**src/rtl/fp_add_stream_if.sv**
```systemverilog
// Operand-in / result-out stream bundle for the FP add issue/collect stage.
// master drives operands and takes results; slave is the stage itself.
interface fp_add_stream_if #(
   parameter int unsigned WIDTH = 32
) ();
   logic             in_valid;
   logic             in_ready;
   logic [WIDTH-1:0] in_a;
   logic [WIDTH-1:0] in_b;
   logic             out_valid;
   logic             out_ready;
   logic [WIDTH-1:0] out_data;

   modport master (
      output in_valid, in_a, in_b, out_ready,
      input  in_ready, out_valid, out_data
   );

   modport slave (
      input  in_valid, in_a, in_b, out_ready,
      output in_ready, out_valid, out_data
   );
endinterface

```
**src/rtl/fp_add_stream.sv**
```systemverilog
// Issue/collect wrapper around a pipelined FP32 adder: credit-based admission
// guarantees every in-flight result has a free result-FIFO slot.
module fp_add_stream #(
   parameter int unsigned LATENCY    = 7,
   parameter int unsigned FIFO_DEPTH = 16,
   parameter int unsigned WIDTH      = 32
) (
   input  logic              clk,
   input  logic              areset,
   fp_add_stream_if.slave    stream,
   output logic [WIDTH-1:0]  add_a,
   output logic [WIDTH-1:0]  add_b,
   input  logic [WIDTH-1:0]  add_q,
   output logic              busy
);

   localparam int unsigned AW  = (FIFO_DEPTH > 1) ? $clog2(FIFO_DEPTH) : 1;
   localparam int unsigned CW  = $clog2(FIFO_DEPTH + 1);
   localparam int unsigned SW  = CW + 1;
   localparam int unsigned VW  = LATENCY + 2;

   logic [VW-1:0]    vsr;
   logic [CW-1:0]    inflight;
   logic [CW-1:0]    count;
   logic [AW-1:0]    wr_ptr;
   logic [AW-1:0]    rd_ptr;
   logic [WIDTH-1:0] mem [FIFO_DEPTH];
   logic [SW-1:0]    credits_used;
   logic             accept;
   logic             push;
   logic             pop;

   // Admission and status are pure functions of registers (plus reset).
   always_comb begin
      credits_used     = SW'(inflight) + SW'(count);
      stream.in_ready  = (credits_used < SW'(FIFO_DEPTH)) & areset;
      stream.out_valid = (count != '0);
      stream.out_data  = stream.out_valid ? mem[rd_ptr] : '0;
      busy             = (inflight != '0) | (count != '0);
      accept           = stream.in_valid & stream.in_ready;
      push             = vsr[VW-1];
      pop              = stream.out_valid & stream.out_ready;
   end

   always_ff @(posedge clk or negedge areset) begin
      if (!areset) begin
         add_a    <= '0;
         add_b    <= '0;
         vsr      <= '0;
         inflight <= '0;
         count    <= '0;
         wr_ptr   <= '0;
         rd_ptr   <= '0;
      end else begin
         if (accept) begin
            add_a <= stream.in_a;
            add_b <= stream.in_b;
         end
         vsr      <= {vsr[VW-2:0], accept};
         inflight <= inflight + CW'(accept) - CW'(push);
         count    <= count + CW'(push) - CW'(pop);
         if (push) wr_ptr <= wr_ptr + AW'(1);
         if (pop)  rd_ptr <= rd_ptr + AW'(1);
      end
   end

   // Storage needs no reset: occupancy gates what is visible.
   always_ff @(posedge clk) begin
      if (push) mem[wr_ptr] <= add_q;
   end

endmodule

```
**src/flat_wrapper.sv**
```systemverilog
// flat-port wrapper written by rule: the top's interface ports become plain ports
module fp_add_stream_flat 
#(
   parameter int unsigned LATENCY    = 7,
   parameter int unsigned FIFO_DEPTH = 16,
   parameter int unsigned WIDTH      = 32
)
  (clk, areset, add_a, add_b, add_q, busy, stream_in_valid, stream_in_a, stream_in_b, stream_out_ready, stream_in_ready, stream_out_valid, stream_out_data);
  fp_add_stream_if #(.WIDTH(WIDTH)) stream_i ();
  input  logic clk;
  input  logic areset;
  output logic [WIDTH-1:0] add_a;
  output logic [WIDTH-1:0] add_b;
  input  logic [WIDTH-1:0] add_q;
  output logic busy;
  input wire logic [$bits(stream_i.in_valid)-1:0] stream_in_valid;
  input wire logic [$bits(stream_i.in_a)-1:0] stream_in_a;
  input wire logic [$bits(stream_i.in_b)-1:0] stream_in_b;
  input wire logic [$bits(stream_i.out_ready)-1:0] stream_out_ready;
  output wire logic [$bits(stream_i.in_ready)-1:0] stream_in_ready;
  output wire logic [$bits(stream_i.out_valid)-1:0] stream_out_valid;
  output wire logic [$bits(stream_i.out_data)-1:0] stream_out_data;
  assign stream_i.in_valid = stream_in_valid;
  assign stream_i.in_a = stream_in_a;
  assign stream_i.in_b = stream_in_b;
  assign stream_i.out_ready = stream_out_ready;
  assign stream_in_ready = stream_i.in_ready;
  assign stream_out_valid = stream_i.out_valid;
  assign stream_out_data = stream_i.out_data;
  fp_add_stream #(.LATENCY(LATENCY), .FIFO_DEPTH(FIFO_DEPTH), .WIDTH(WIDTH)) u_core (.clk(clk), .areset(areset), .stream(stream_i), .add_a(add_a), .add_b(add_b), .add_q(add_q), .busy(busy));
endmodule
```
**config.mk**
```make
export PLATFORM = sky130hd
export DESIGN_NAME = fp_add_stream_flat
export DESIGN_NICKNAME = d
export VERILOG_FILES = /design/src/rtl/fp_add_stream_if.sv /design/src/rtl/fp_add_stream.sv /design/src/flat_wrapper.sv
export SDC_FILE = /design/constraint.sdc
export NUM_CORES = 1
export LEC_CHECK = 0
export CAP_MARGIN = 30
export CELL_PAD_IN_SITES_DETAIL_PLACEMENT = 1
export CELL_PAD_IN_SITES_GLOBAL_PLACEMENT = 1
export CORE_MARGIN = 3
export CORE_UTILIZATION = 45
export DETAILED_ROUTE_END_ITERATION = 10
export PLACE_DENSITY_LB_ADDON = 0.25
export SLEW_MARGIN = 20
export SYNTH_ARGS = -nofsm -noshare
export SYNTH_HDL_FRONTEND = slang
export SYNTH_SLANG_ARGS = --single-unit
```
**constraint.sdc**
```tcl
create_clock -name clk -period 4.08 [get_ports clk]
set_input_delay 0.816 -clock clk [delete_from_list [all_inputs] [get_ports clk]]
set_output_delay 0.816 -clock clk [all_outputs]
set_load 0.01 [all_outputs]
```
==> reports/qor.txt, run 1 <==
I/O pin total = 199
Synth Net Count = 1182
Clock Path Buffers = 3
critical path peak fanout = 40
count of state elements after synthesis = 603
Int Pwr = 13.9 mW
Routed Antenna Nets = 0
area grow syn2layout = 22.2%
R2R setup slack = 1130 ps
Final Critical Period = 3900 ps
status = completed
CTS tree = yes
crit path launch type = flip-flop
n_diodes = 0
Slew Viols, Final = 0
clock skew = 20.5 ps
Root Buffer = clkbuf_16
power consumption = 19.6 mW
Final Hold Viols = 0
crit end category = output pin
Synth Instances = 1059
synth unique cells = 34
# fillers = 4411
Post-DP HPWL = 32000 um
sw power = 5.72 mW
pwr/cell area = 693 nW/um2
final routed DRC violation total = 0
pre-CTS setup slack = 638 ps
drt wl/cell = 27.1 um
part of the cycle the worst path needs = 0.956
worst-skew pair later-pin latency = 620 ps
Post-Syn Area = 23200 um2
worst min path class = in -> async
die area = 54300 um2
largest net degree at the start of global routing = 67
worst path arrival time = 3080 ps
DR pass1 iterations = 5
fin area = 28300 um2
CTS Buf Count = 60
clock sink total = 603
Chip Height = 233 um
CTS clk-pin slew, worst paths = 60 ps
# Max-Cap Violations = 0
placed cell area = 26300 um2
final RePlAce weighted congestion = 0.721
nets = 1435
GRT Overall Usage = 0.208
htree depth = 2
layout cells sized above 1 = 0.225
Syn. warnings = 0
VDD IR max = 0.361 mV
Seq pwr share = 0.388
Core Box Area = 50500 um2
Iter 0 DRT Violations = 899
vias in the first global route = 12.6k
Setup WS post-layout = 181 ps
Req. time, crit path = 3260 ps
TNS Setup = 0 ps
# setup viols final = 0
remaining global-route overflow = 0
part of the power in combinational logic = 0.324
register area share after synthesis = 0.762
vias = 11.3k
initial antenna violation count = 0
register area = 17700 um2
DRT Wirelength = 55100 um
clock share of power = 0.288
number of buffers added on ports = 198
Die X = 233 um
Sw Share = 0.291
worst setup path category = reg -> out
Site Rows = 82
first-pass GRT wire length = 82500 um
Worst-Margin Slew = 858 ps
fmax = 256 MHz
normalized max-slew margin = 0.428
DR vias/cell = 5.55
Leak = 9.66 nW
area of the multi-input gates = 5300 um2
Syn Area/Cell = 21.9 um2
RSZ-0062 raised after global routing = no
Initial Utilization = 0.459
stage by stage:
stage | instances | util | hold slack (ps)
final | 2035 | 0.561 | 244
after global routing | 2035 | 0.561 | 221
after CTS | 2035 | 0.561 | 209
after detailed placement | 1920 | 0.520 | 336
after global placement | 1920 | 0.520 | 331
after floorplan | 1059 | - | 331
path summary, 6_finish.rpt:
path	startpoint	to	cells past startpoint
min in group clk	u_core.vsr[7]	u_core.vsr[8]	0
max in group asynchronous	areset	u_core.rd_ptr[0]	3
hold reg to reg	u_core.vsr[7]	u_core.vsr[8]	0
hold / removal	areset	u_core.add_b[6]	2
setup reg to reg	u_core.count[2]	u_core.count[4]	13
setup / recovery	u_core.rd_ptr[0]	stream_out_data[7]	5
what timing repair did:
item                                    4_1_cts  5_1_grt
hold buffers                                  0        0
endpoints found under the hold margin         0        0
buffers inserted                              2        0
endpoints found under the setup margin        6        4
resized for setup                             2        2
routing by layer:
| layer | global-route usage | share of wire |
|---|---|---|
| met5 | 0 | 0 |
| met4 | 0.0420 | 0.016 |
| met3 | 0.0525 | 0.061 |
| met2 | 0.349 | 0.51 |
| met1 | 0.277 | 0.41 |
sequential cells by signal, summed over array words and instances, names as in the netlist:
register,cells
u_core.add_a,32
u_core.add_b,32
u_core.count,5
u_core.inflight,5
u_core.mem,512
u_core.rd_ptr,4
u_core.vsr,9
u_core.wr_ptr,4
synth_stat cells:
master	instances	area share
a211o_1	1	0.00038
a21boi_0	1	0.00032
a21o_1	2	0.00065
a21oi_1	5	0.0011
and2_1	1	0.00027
buf_1	9	0.0015
buf_2	10	0.0022
buf_4	9	0.0029
buf_6	5	0.0024
clkbuf_1	20	0.0032
dfrtp_1	91	0.098
edfxtp_1	512	0.66
fa_1	2	0.0017
ha_1	21	0.011
inv_1	20	0.0032
inv_2	1	0.00016
mux2_1	49	0.024
mux2_2	16	0.0078
mux2i_1	62	0.027
mux4_2	128	0.12
nand2_1	10	0.0016
nand2b_1	6	0.0016
nand4_1	3	0.00081
nand4b_1	1	0.00038
nor2_1	19	0.0031
nor3_1	3	0.00065
nor3b_1	1	0.00032
nor3b_2	1	0.00054
o21ai_0	1	0.00022
o21bai_1	2	0.00065
o22ai_1	31	0.0084
or4b_1	2	0.00086
xnor2_1	8	0.0030
xor2_1	6	0.0023
cells by family after synthesis:
group	share of synthesized area
buffers and inverters	0.0156
multiplexers	0.183
adder cells (fa/ha/maj)	0.0131
flip-flops	0.762
AND/OR/NAND/NOR	0.0101
XOR/XNOR	0.00529
AO/OA/AOI/OAI	0.0117
placed cells by master, fill, tap and decap left out, types with 2 or more instances in the layout:
master,netlist,routed
a21o_1,2,2
a21oi_1,5,5
buf_12,0,5
buf_4,9,40
bufinv_16,0,8
clkbuf_1,20,8
clkbuf_16,0,62
clkdlybuf4s50_1,0,197
clkinv_1,0,13
clkinv_2,0,10
clkinv_4,0,5
clkinvlp_4,0,4
dfrtp_1,91,89
dfrtp_4,0,2
edfxtp_1,512,512
fa_1,2,2
ha_1,21,21
inv_1,20,20
inv_6,0,2
mux2_1,49,49
mux2_2,16,16
mux2i_1,62,62
mux4_2,128,128
nand2_1,10,9
nand2b_1,6,5
nand4_1,3,3
nor2_1,19,5
nor2_4,0,14
nor3_2,0,2
o21bai_1,2,2
o22ai_1,31,31
xnor2_1,8,8
xor2_1,6,6
power groups by stage:
stage	clock [mW]	combinational (mW)	sequential, mW
floorplan	0	3.67	7.75
CTS	5.78	6.52	7.64
global route	6.03	6.89	7.71
detailed placement	0	6.41	7.77
global placement	0	6.32	7.73
finish	5.65	6.37	7.63
area by class of cell:
class | count | area share
clock inverter | 42 | 0.0155
clock buffer | 71 | 0.0563
inverter | 21 | 0.00296
sequential | 603 | 0.623
multi-input combinational | 382 | 0.187
timing repair buffer | 244 | 0.0851
tap | 672 | 0.0297
critical path, cell delays in order (launching register included):
cell and delay [ps]:
dfrtp_4 550, buf_16 310, mux4_2 560, mux2i_1 280, o22ai_1 210, clkdlybuf4s50_1 530
No activity file was read; power rests on OpenSTA's default activity.
==> run 2: changes to the inputs <==
--- a/config.mk
+++ b/config.mk
@@ -12,6 +12,7 @@
 export CORE_UTILIZATION = 45
 export DETAILED_ROUTE_END_ITERATION = 10
 export PLACE_DENSITY_LB_ADDON = 0.25
+export SETUP_SLACK_MARGIN = 0.05
 export SLEW_MARGIN = 20
 export SYNTH_ARGS = -nofsm -noshare
 export SYNTH_HDL_FRONTEND = slang
==> constraint.sdc (replaced) <==
create_clock -name clk -period 4.1 [get_ports clk]
set_input_delay 0.82 -clock clk [delete_from_list [all_inputs] [get_ports clk]]
set_output_delay 0.82 -clock clk [all_outputs]
set_load 0.01 [all_outputs]
==> run 2 against run 1 <==
Against the previous run:
- clock skew is 0.89 ps higher
- die area did not move
- sequential power about the same
- via count up 0.20%
- setup slack better by 29 ps
- first-iteration DRC count increased by 5.6%
- critical endpoint is now stream_out_data[13]
- non-clock buffer count rose by 6
- worst hold slack better by 38 ps
- core utilization is essentially flat
==> reports/qor.txt, run 2 (synthesis gave the netlist of run 1 again) <==
Int Pwr = 13.8 mW (-1.1%)
Seq pwr share = 0.392 (+0.004)
# Max-Cap Violations = 0 (unchanged)
Worst path max stage delay = 720 ps (+160 ps)
worst setup path category = reg -> out
die area = 54300 um2 (unchanged)
clock sink total = 603 (unchanged)
fmax = 257 MHz
pwr/cell area = 686 nW/um2 (-1.1%)
clock share of power = 0.277 (-0.011)
max reg flops = 512 (unchanged)
largest net degree at the start of global routing = 66 (-1.5%)
part of the power in combinational logic = 0.330 (+0.006)
clock skew = 21.4 ps (+0.893 ps)
htree depth = 2 (unchanged)
placed cell area = 26300 um2 (about the same)
Initial Utilization = 0.459 (unchanged)
most flop-heavy register = u_core.mem
area grow syn2layout = 22.1% (about the same)
Sw Share = 0.291 (-0.000518)
Post-DP HPWL = 32600 um (+1.7%)
critical path peak fanout = 25 (-38%)
Req. time, crit path = 3280 ps (+20 ps)
Slowest-stage cell, CP = dfrtp_4
crit end category = output pin
Leak = 9.67 nW (+0.12%)
initial antenna violation count = 3 (+3)
Routed Antenna Nets = 0 (unchanged)
Core Box Area = 50500 um2 (unchanged)
TNS Setup = 0 ps (unchanged)
worst min path class = in -> async
most common cell after layout, fill and taps aside = edfxtp_1
CTS Buf Count = 60 (unchanged)
biggest regs = u_core.mem (512), u_core.add_a (32), u_core.add_b (32)
crit path launch type = flip-flop
normalized max-slew margin = 0.438 (+0.00973)
CTS tree = yes
fin area = 28300 um2 (about the same)
Finished Layout Cells = 2036 (+0.049%)
Iter 0 DRT Violations = 949 (+5.6%)
number of buffers added on ports = 198 (unchanged)
status = completed
nets = 1441 (+0.42%)
sw power = 5.64 mW (-1.3%)
# setup viols final = 0 (unchanged)
VDD IR max = 0.503 mV (+39%)
Crit path max-delay family = buffers and inverters
Root Buffer = clkbuf_16
RSZ-0062 raised after global routing = no
placed insts = 1920 (unchanged)
vias = 11.3k (+0.20%)
worst-skew pair later-pin latency = 610 ps (about the same)
Site Rows = 82 (unchanged)
commonest cells after routing, fill and taps aside = edfxtp_1 (512), clkdlybuf4s50_1 (197), mux4_2 (128), dfrtp_1 (89), mux2i_1 (62)
Final Hold Viols = 0 (unchanged)
I/O pin total = 199 (unchanged)
final routed DRC violation total = 0 (unchanged)
Final Critical Period = 3890 ps
WP buf/inv = 2 (unchanged)
Clock Path Buffers = 3 (unchanged)
CP Cell Sequence = buf_4 > mux4_2 > mux2i_1 > o22ai_1 > clkdlybuf4s50_1
Chip Height = 233 um (unchanged)
part of the cycle the worst path needs = 0.949
Die X = 233 um (unchanged)
first-pass GRT wire length = 80700 um (-2.2%)
remaining global-route overflow = 0 (unchanged)
CTS clk-pin slew, worst paths = 60 ps (about the same)
vias in the first global route = 12.5k (-1.0%)
layout cells sized above 1 = 0.225 (+0.000734)
drt wl/cell = 26.6 um (-1.8%)
DRT Wirelength = 54200 um (-1.7%)
DR vias/cell = 5.56 (+0.15%)
worst path arrival time = 3070 ps (about the same)
final RePlAce weighted congestion = 0.712 (-1.3%)
Slew Viols, Final = 0 (unchanged)
GRT Overall Usage = 0.203 (-0.00501)
DR pass1 iterations = 5 (unchanged)
Worst-Margin Slew = 841 ps (-16.6 ps)
-- run 2: area by class of cell --
class | instances | area [um2]
fill | 4391 | 22200
sequential | 603 | 17700
multi-input combinational | 382 | 5310
timing repair buffer | 250 | 2490
clock buffer | 73 | 1570
tap | 672 | 841
clock inverter | 34 | 353
inverter | 21 | 81.3
antenna | 1 | 2.50
-- run 2: worst paths after layout --
check                           slack (ps)             start                  end  depth (start not counted)
worst max-delay path                   210  u_core.rd_ptr[1]  stream_out_data[13]                          5
worst min-delay path                   280            areset     u_core.add_b[12]                          2
worst max register to register        1060   u_core.count[2]      u_core.count[4]                         13
worst min register to register         340     u_core.vsr[2]        u_core.vsr[3]                          0
max in group asynchronous             2610            areset     u_core.rd_ptr[0]                          3
min in group clk                       340     u_core.vsr[2]        u_core.vsr[3]                          0
-- run 2: power by group through the flow --
| stage | sequential [mW] | clock (mW) | combinational (mW) |
|---|---|---|---|
| 6_report | 7.62 | 5.39 | 6.41 |
| 5_1_grt | 7.69 | 5.77 | 6.90 |
| 4_1_cts | 7.63 | 5.52 | 6.51 |
| 3_5_place_dp | 7.77 | 0 | 6.39 |
| 3_3_place_gp | 7.73 | 0 | 6.30 |
| 2_1_floorplan | 7.71 | 0 | 3.66 |
-- run 2: metrics by stage --
step	total power, mW	worst slack (ps)	hold slack (ps)	util
6_report	19.4	210	282	0.561
5_1_grt	20.4	53.5	283	0.561
4_1_cts	19.7	57.0	256	0.560
3_5_place_dp	14.2	649	336	0.521
3_3_place_gp	14.0	732	333	0.521
2_1_floorplan	11.4	667	331	-
-- run 2: layer usage --
layer	global-route usage	vias up	share of wire
met4	0.0437	4	0.019
met1	0.272	6109	0.41
li1	-	4842	-
met3	0.0468	66	0.058
met2	0.341	302	0.51
met5	0	-	0.00052
-- run 2: what timing repair did --
item / in CTS / in global routing
setup buffers: 4 / 3
setup endpoints to repair: 6 / 8
resized for setup: 2 / 2
cloned: 0 / 0
hold buffers: 0 / 0
==> run 3: changes to the inputs <==
==> constraint.sdc (replaced) <==
create_clock -name clk -period 4.6 [get_ports clk]
set_input_delay 0.92 -clock clk [delete_from_list [all_inputs] [get_ports clk]]
set_output_delay 0.92 -clock clk [all_outputs]
set_load 0.01 [all_outputs]
==> run 3 against run 2 <==
Against the previous run:
- power fell by 13%
- clock skew is 0.82 ps higher
- routed wire length rose by 0.27%
- critical path depth is 2 higher
- global-route usage is 0.27 points higher
- core utilization down 0.24 points
- first-iteration DRC count decreased by 0.11%
- non-clock buffer count down 9
- via count grew 0.53%
- die area unchanged
- largest power group unchanged
==> reports/qor.txt, run 3 (synthesis gave the netlist of run 1 again) <==
status = completed
CTS Hold Bufs = 0 (unchanged)
area of the multi-input gates = 5300 um2 (-0.14%)
CTS Buf Count = 60 (unchanged)
Sw Share = 0.293 (+0.00275)
largest net degree at the start of global routing = 66 (unchanged)
RSZ-0062 raised after global routing = no
initial antenna violation count = 1 (-2)
DRT Wirelength = 54300 um (+0.27%)
pwr/cell area = 600 nW/um2 (-13%)
r2r startpoint = u_core.count[3]
CP Depth = 7 (+2)
vias = 11.4k (+0.53%)
VDD IR max = 0.315 mV (-37%)
crit path to = stream_out_data[19]
normalized max-slew margin = 0.359 (-0.0787)
R2R depth = 13 (unchanged)
Initial Utilization = 0.459 (unchanged)
crit end category = output pin
vias in the first global route = 12.5k (+0.44%)
Final Critical Period = 4280 ps
final core utilization = 0.558 (-0.00240)
critical path peak fanout = 17 (-32%)
Routed Antenna Nets = 0 (unchanged)
Clock Path Buffers = 3 (unchanged)
part of the power in combinational logic = 0.325 (-0.005)
Iter 0 DRT Violations = 948 (-0.11%)
most flop-heavy register = u_core.mem
R2R Path End = u_core.count[4]
Post-DP HPWL = 32800 um (+0.51%)
CTS tree = yes
Chip Height = 233 um (unchanged)
cts repair resizes = 0 (-2)
# fillers = 4417 (+0.59%)
worst setup path category = reg -> out
TNS Setup = 0 ps (unchanged)
CTS clk-pin slew, worst paths = 60 ps (about the same)
R2R setup slack = 1540 ps (+480 ps)
crit path launch type = flip-flop
Root Buffer = clkbuf_16
Slew Viols, Final = 0 (unchanged)
Final Hold Viols = 0 (unchanged)
Int Pwr = 11.9 mW (-13%)
worst-skew pair later-pin latency = 620 ps (about the same)
Core Box Area = 50500 um2 (unchanged)
Die X = 233 um (unchanged)
DR vias/cell = 5.62 (+0.98%)
sw power = 4.96 mW (-12%)
area grow syn2layout = 21.6%
WP buf/inv = 3 (+1)
Slowest-stage cell, CP = or4b_1
Site Rows = 82 (unchanged)
DR pass1 iterations = 5 (unchanged)
nets = 1432 (-0.62%)
Worst path max stage delay = 570 ps (-150 ps)
remaining global-route overflow = 0 (unchanged)
Critical path origin = u_core.count[3]
register area = 17700 um2 (unchanged)
biggest regs = u_core.mem (512), u_core.add_a (32), u_core.add_b (32)
most common cell after layout, fill and taps aside = edfxtp_1
final RePlAce weighted congestion = 0.725 (+1.9%)
part of the cycle the worst path needs = 0.930
first-pass GRT wire length = 81700 um (+1.2%)
worst min path class = in -> async
Crit path max-delay family = simple AND/OR/NAND/NOR gates
die area = 54300 um2 (unchanged)
CP Cell Sequence = inv_1 > ha_1 > or4b_1 > nand2b_2 > buf_4 > o22ai_1 > clkdlybuf4s50_1
max reg flops = 512 (unchanged)
worst path arrival time = 3360 ps (+290 ps)
clock skew = 22.2 ps (+0.818 ps)
# Max-Cap Violations = 0 (unchanged)
number of buffers added on ports = 198 (unchanged)
n_diodes = 0 (-1)
# Post-CTS Setup Buffers = 0 (-4)
htree depth = 2 (unchanged)
Leak = 9.57 nW (-1.0%)
clock share of power = 0.269 (-0.008)
# setup viols final = 0 (unchanged)
clock sink total = 603 (unchanged)
layout cells sized above 1 = 0.213 (-0.0120)
Req. time, crit path = 3680 ps (+400 ps)
Seq pwr share = 0.406 (+0.014)
Worst-Margin Slew = 959 ps (+118 ps)
fmax = 234 MHz
final routed DRC violation total = 0 (unchanged)
GRT Overall Usage = 0.205 (+0.00272)
commonest cells after routing, fill and taps aside = edfxtp_1 (512), clkdlybuf4s50_1 (197), mux4_2 (128), dfrtp_1 (89), mux2i_1 (62)
I/O pin total = 199 (unchanged)
drt wl/cell = 26.8 um (+0.71%)
==> run 3: cell types whose count changed in the layout (fill, tap and decap cells not counted), sizes merged <==
cell    previous run  this run
buf               53        44
bufinv             7         1
clkbuf            73        83
clkinv            26        21
diode              1         0
inv               21        23
==> run 3: how the worst min path moves through the flow <==
stage | startpoint | to | slack, ps | depth (start not counted)
after floorplan | u_core.vsr[0] | u_core.vsr[1] | 330 | 0
after detailed placement | u_core.vsr[6] | u_core.vsr[7] | 340 | 0
final | areset | u_core.rd_ptr[1] | 160 | 1
after CTS | areset | u_core.rd_ptr[1] | 130 | 1
after global placement | u_core.vsr[3] | u_core.vsr[4] | 330 | 0
after global routing | areset | u_core.rd_ptr[1] | 160 | 1
==> run 3: cell type report <==
cell class,count,area share
timing repair buffer,241,0.0888
sequential,603,0.627
inverter,21,0.00289
multi-input combinational,382,0.188
tap,672,0.0298
clock inverter,25,0.00515
clock buffer,83,0.0589
==> run 3: power by group through the flow <==
stage	logic (mW)	registers [mW]	clock network, mW
5_1_grt	5.96	6.94	4.88
2_1_floorplan	3.26	6.87	0
6_report	5.50	6.86	4.54
3_3_place_gp	5.51	6.93	0
4_1_cts	5.64	6.87	4.66
3_5_place_dp	5.59	6.97	0
==> run 3: stage by stage <==
stage | power, mW | hold WS [ps] | worst slack, ps | instances | instance area [um2]
floorplan | 10.1 | 331 | 1170 | 1059 | 23200
global placement | 12.4 | 333 | 1020 | 1912 | 26200
detailed placement | 12.6 | 336 | 915 | 1919 | 26400
CTS | 17.2 | 129 | 243 | 2027 | 28200
global route | 17.8 | 157 | 202 | 2027 | 28200
finish | 16.9 | 164 | 320 | 2027 | 28200
==> run 3: metal layers <==
metal	up-vias	track usage	share of wire
met3	73	0.0373	0.054
met2	320	0.348	0.51
met5	-	0	0.00037
li1	4824	-	-
met1	6164	0.278	0.42
met4	2	0.0485	0.017
==> RTL edit, RTL diff (flow settings as in run 1) <==
`FIFO_DEPTH` is set to 16 in 2 places; all go to 32.
--- a/src/rtl/fp_add_stream.sv
+++ b/src/rtl/fp_add_stream.sv
@@ -2,7 +2,7 @@
 // guarantees every in-flight result has a free result-FIFO slot.
 module fp_add_stream #(
    parameter int unsigned LATENCY    = 7,
-   parameter int unsigned FIFO_DEPTH = 16,
+   parameter int unsigned FIFO_DEPTH = 32,
    parameter int unsigned WIDTH      = 32
 ) (
    input  logic              clk,
--- a/src/flat_wrapper.sv
+++ b/src/flat_wrapper.sv
@@ -2,7 +2,7 @@
 module fp_add_stream_flat 
 #(
    parameter int unsigned LATENCY    = 7,
-   parameter int unsigned FIFO_DEPTH = 16,
+   parameter int unsigned FIFO_DEPTH = 32,
    parameter int unsigned WIDTH      = 32
 )
   (clk, areset, add_a, add_b, add_q, busy, stream_in_valid, stream_in_a, stream_in_b, stream_out_ready, stream_in_ready, stream_out_valid, stream_out_data);
Behaviour: no difference found for any inputs over 10 cycles, from zero or initial values and one cycle with areset low; that may be too few to reach the edited logic, so the function may still have changed.
==> RTL edit against run 1 <==
  * Sequential power rose by 80%
  * Area after synthesis is 87% higher
  * Critical path type unchanged
  * Total power up 85%
  * Setup slack got worse by 0.13 ns
  * Wire length grew 120%
  * Cell area rose by 84%
  * Global-route usage grew 3.1 points
  * Critical endpoint is now stream_out_data[3]
  * Non-clock buffer count rose by 118
  * Sequential cell count is 516 higher
==> RTL edit: results <==
sta:
  relSlewSlack_pct: 32.12
  finClkSkew_ns: 0.02641
logic_synthesis:
  async_flop_share_pct: 8.490
  yosysWarnings: 0
  synth_edf_count: 1024
  yosysSeqAreaShare_pct: 76.61
  ys_top_cells_by_count: "edfxtp_1, mux4_2, mux2i_1, dfrtp_1, o221ai_1"
  synth_cell_types: 49
  syn_nets: 2160
  avgSynthCellArea_um2: 21.28
  yosys-top-cells-area: "edfxtp_1, mux4_2, dfrtp_1"
detailed_routing:
  wl_per_cell_um: 31.58
  drtIter0Drc: 2117
  num_vias: 22400
clock_tree:
  cts-htree-levels: 3
  insertion_delay_ns: 0.69
  post_cts_resized: 44
  cts_buffers: 114
  cts_setup_buffers: 27
placement:
  place.gp.congestion: 0.7770
  dp.cells: 3481
  dpl_cell_area_um2: 47620
  dp_hpwl_mm: 65.85
global_routing:
  grt_usage_pct: 23.91
  grt_max_degree: 79
  first_global_vias: 23800
  grt_pass1_wl_mm: 170.7
  antenna_found_initial: 7
status:
  run_status: "complete, no violations"
worst_setup_path:
  arrival_ns: 3.21
  critPathMaxFanout: 12
  max_stage_delay_ns: 0.51
layout:
  drive_gt1_share_pct: 26.85
  reg_top3: "u_core.mem x1024, u_core.add_a x32, u_core.add_b x32"
  nNetsFinal: 2525
  fin_cells: 3761
power_and_ir_drop:
  vdd_drop_max_uv: 367.0
  power.leakage_nw: 17.79
==> RTL edit: changes by cell type after synthesis, moves of 26 or more <==
| cell | change |
|---|---|
| edfxtp_1 | +512 |
| mux4_2 | +66 |
| a22oi_1 | +26 |
| a21oi_1 | +48 |
| a22o_1 | +37 |
| mux2i_1 | +63 |
| o22ai_1 | -31 |
| mux2_4 | +49 |
| o221ai_1 | +62 |
| mux2_1 | -49 |
| clkbuf_1 | +31 |
==> RTL edit: metal layers <==
| metal | share of wire [%] | track usage (%) | vias up |
|---|---|---|---|
| met3 | 7.1 | 4.405 | 160 |
| li1 | - | - | 9188 |
| met4 | 2.4 | 6.700 | 4 |
| met1 | 40 | 32.41 | 12160 |
| met5 | 0.023 | 0 | - |
| met2 | 50 | 39.95 | 885 |
==> RTL edit: cells by family (layout without fill, tap and decap cells) <==
group	count (synthesis)	count (layout)	share of synthesized area [%]
muxes	385	385	15.14
and+or+nand+nor	104	104	1.288
AOI/OAI and AO/OA	239	239	4.198
buffers and inverters	144	604	1.658
DFF	1119	1119	76.61
other	0	4	0
adders and majority gates	28	28	0.8449
xor gates and xnor gates	13	13	0.2633
==> RTL edit: power breakdown <==
group / switching, mW / leakage, nW / total (mW) / internal (mW)
Clock: 4.25 / 1.73 / 9.94 / 5.69
Combinational: 6.31 / 5.70 / 12.8 / 6.46
Sequential: 0.478 / 10.3 / 13.7 / 13.2
Total: 11.0 / 17.8 / 36.4 / 25.4
==> RTL edit: path summary, 6_finish.rpt <==
kind                                       start            endpoint  slack [ns]
worst max-delay path            u_core.rd_ptr[0]  stream_out_data[3]        0.05
max in group asynchronous                 areset    u_core.add_a[11]        3.00
worst min-delay path                      areset     u_core.count[1]        0.04
worst max register to register   u_core.count[2]     u_core.count[4]        0.79
worst min register to register     u_core.vsr[7]       u_core.vsr[8]        0.35
min in group clk                   u_core.vsr[7]       u_core.vsr[8]        0.35
==> RTL edit: stage by stage <==
step / setup slack (ns) / hold WS, ns
floorplan: 0.9347 / 0.3312
global placement: 0.3539 / 0.3371
detailed placement: 0.3524 / 0.3402
CTS: 0.005906 / 0.004997
global route: -0.01518 / 0.03083
finish: 0.05409 / 0.04314
==> RTL edit: worst max-delay path, delay by kind of cell, from the launching register on <==
kind	cells	cell delay, ns
buffers and inverters	4	1.15
multiplexers	1	0.51
flip-flops	1	0.47
AO/OA/AOI/OAI	2	0.39
==> RTL edit: cell type report <==
cell class	count	area (um^2)
well taps	1265	1583
repair buffers	362	3961
flip-flops and latches	1119	33140
diodes	4	10.01
inverters	31	116.4
clock inverters	64	533.0
multi-input cells	769	9833
fillers	8176	42970
clock buffers	147	3008
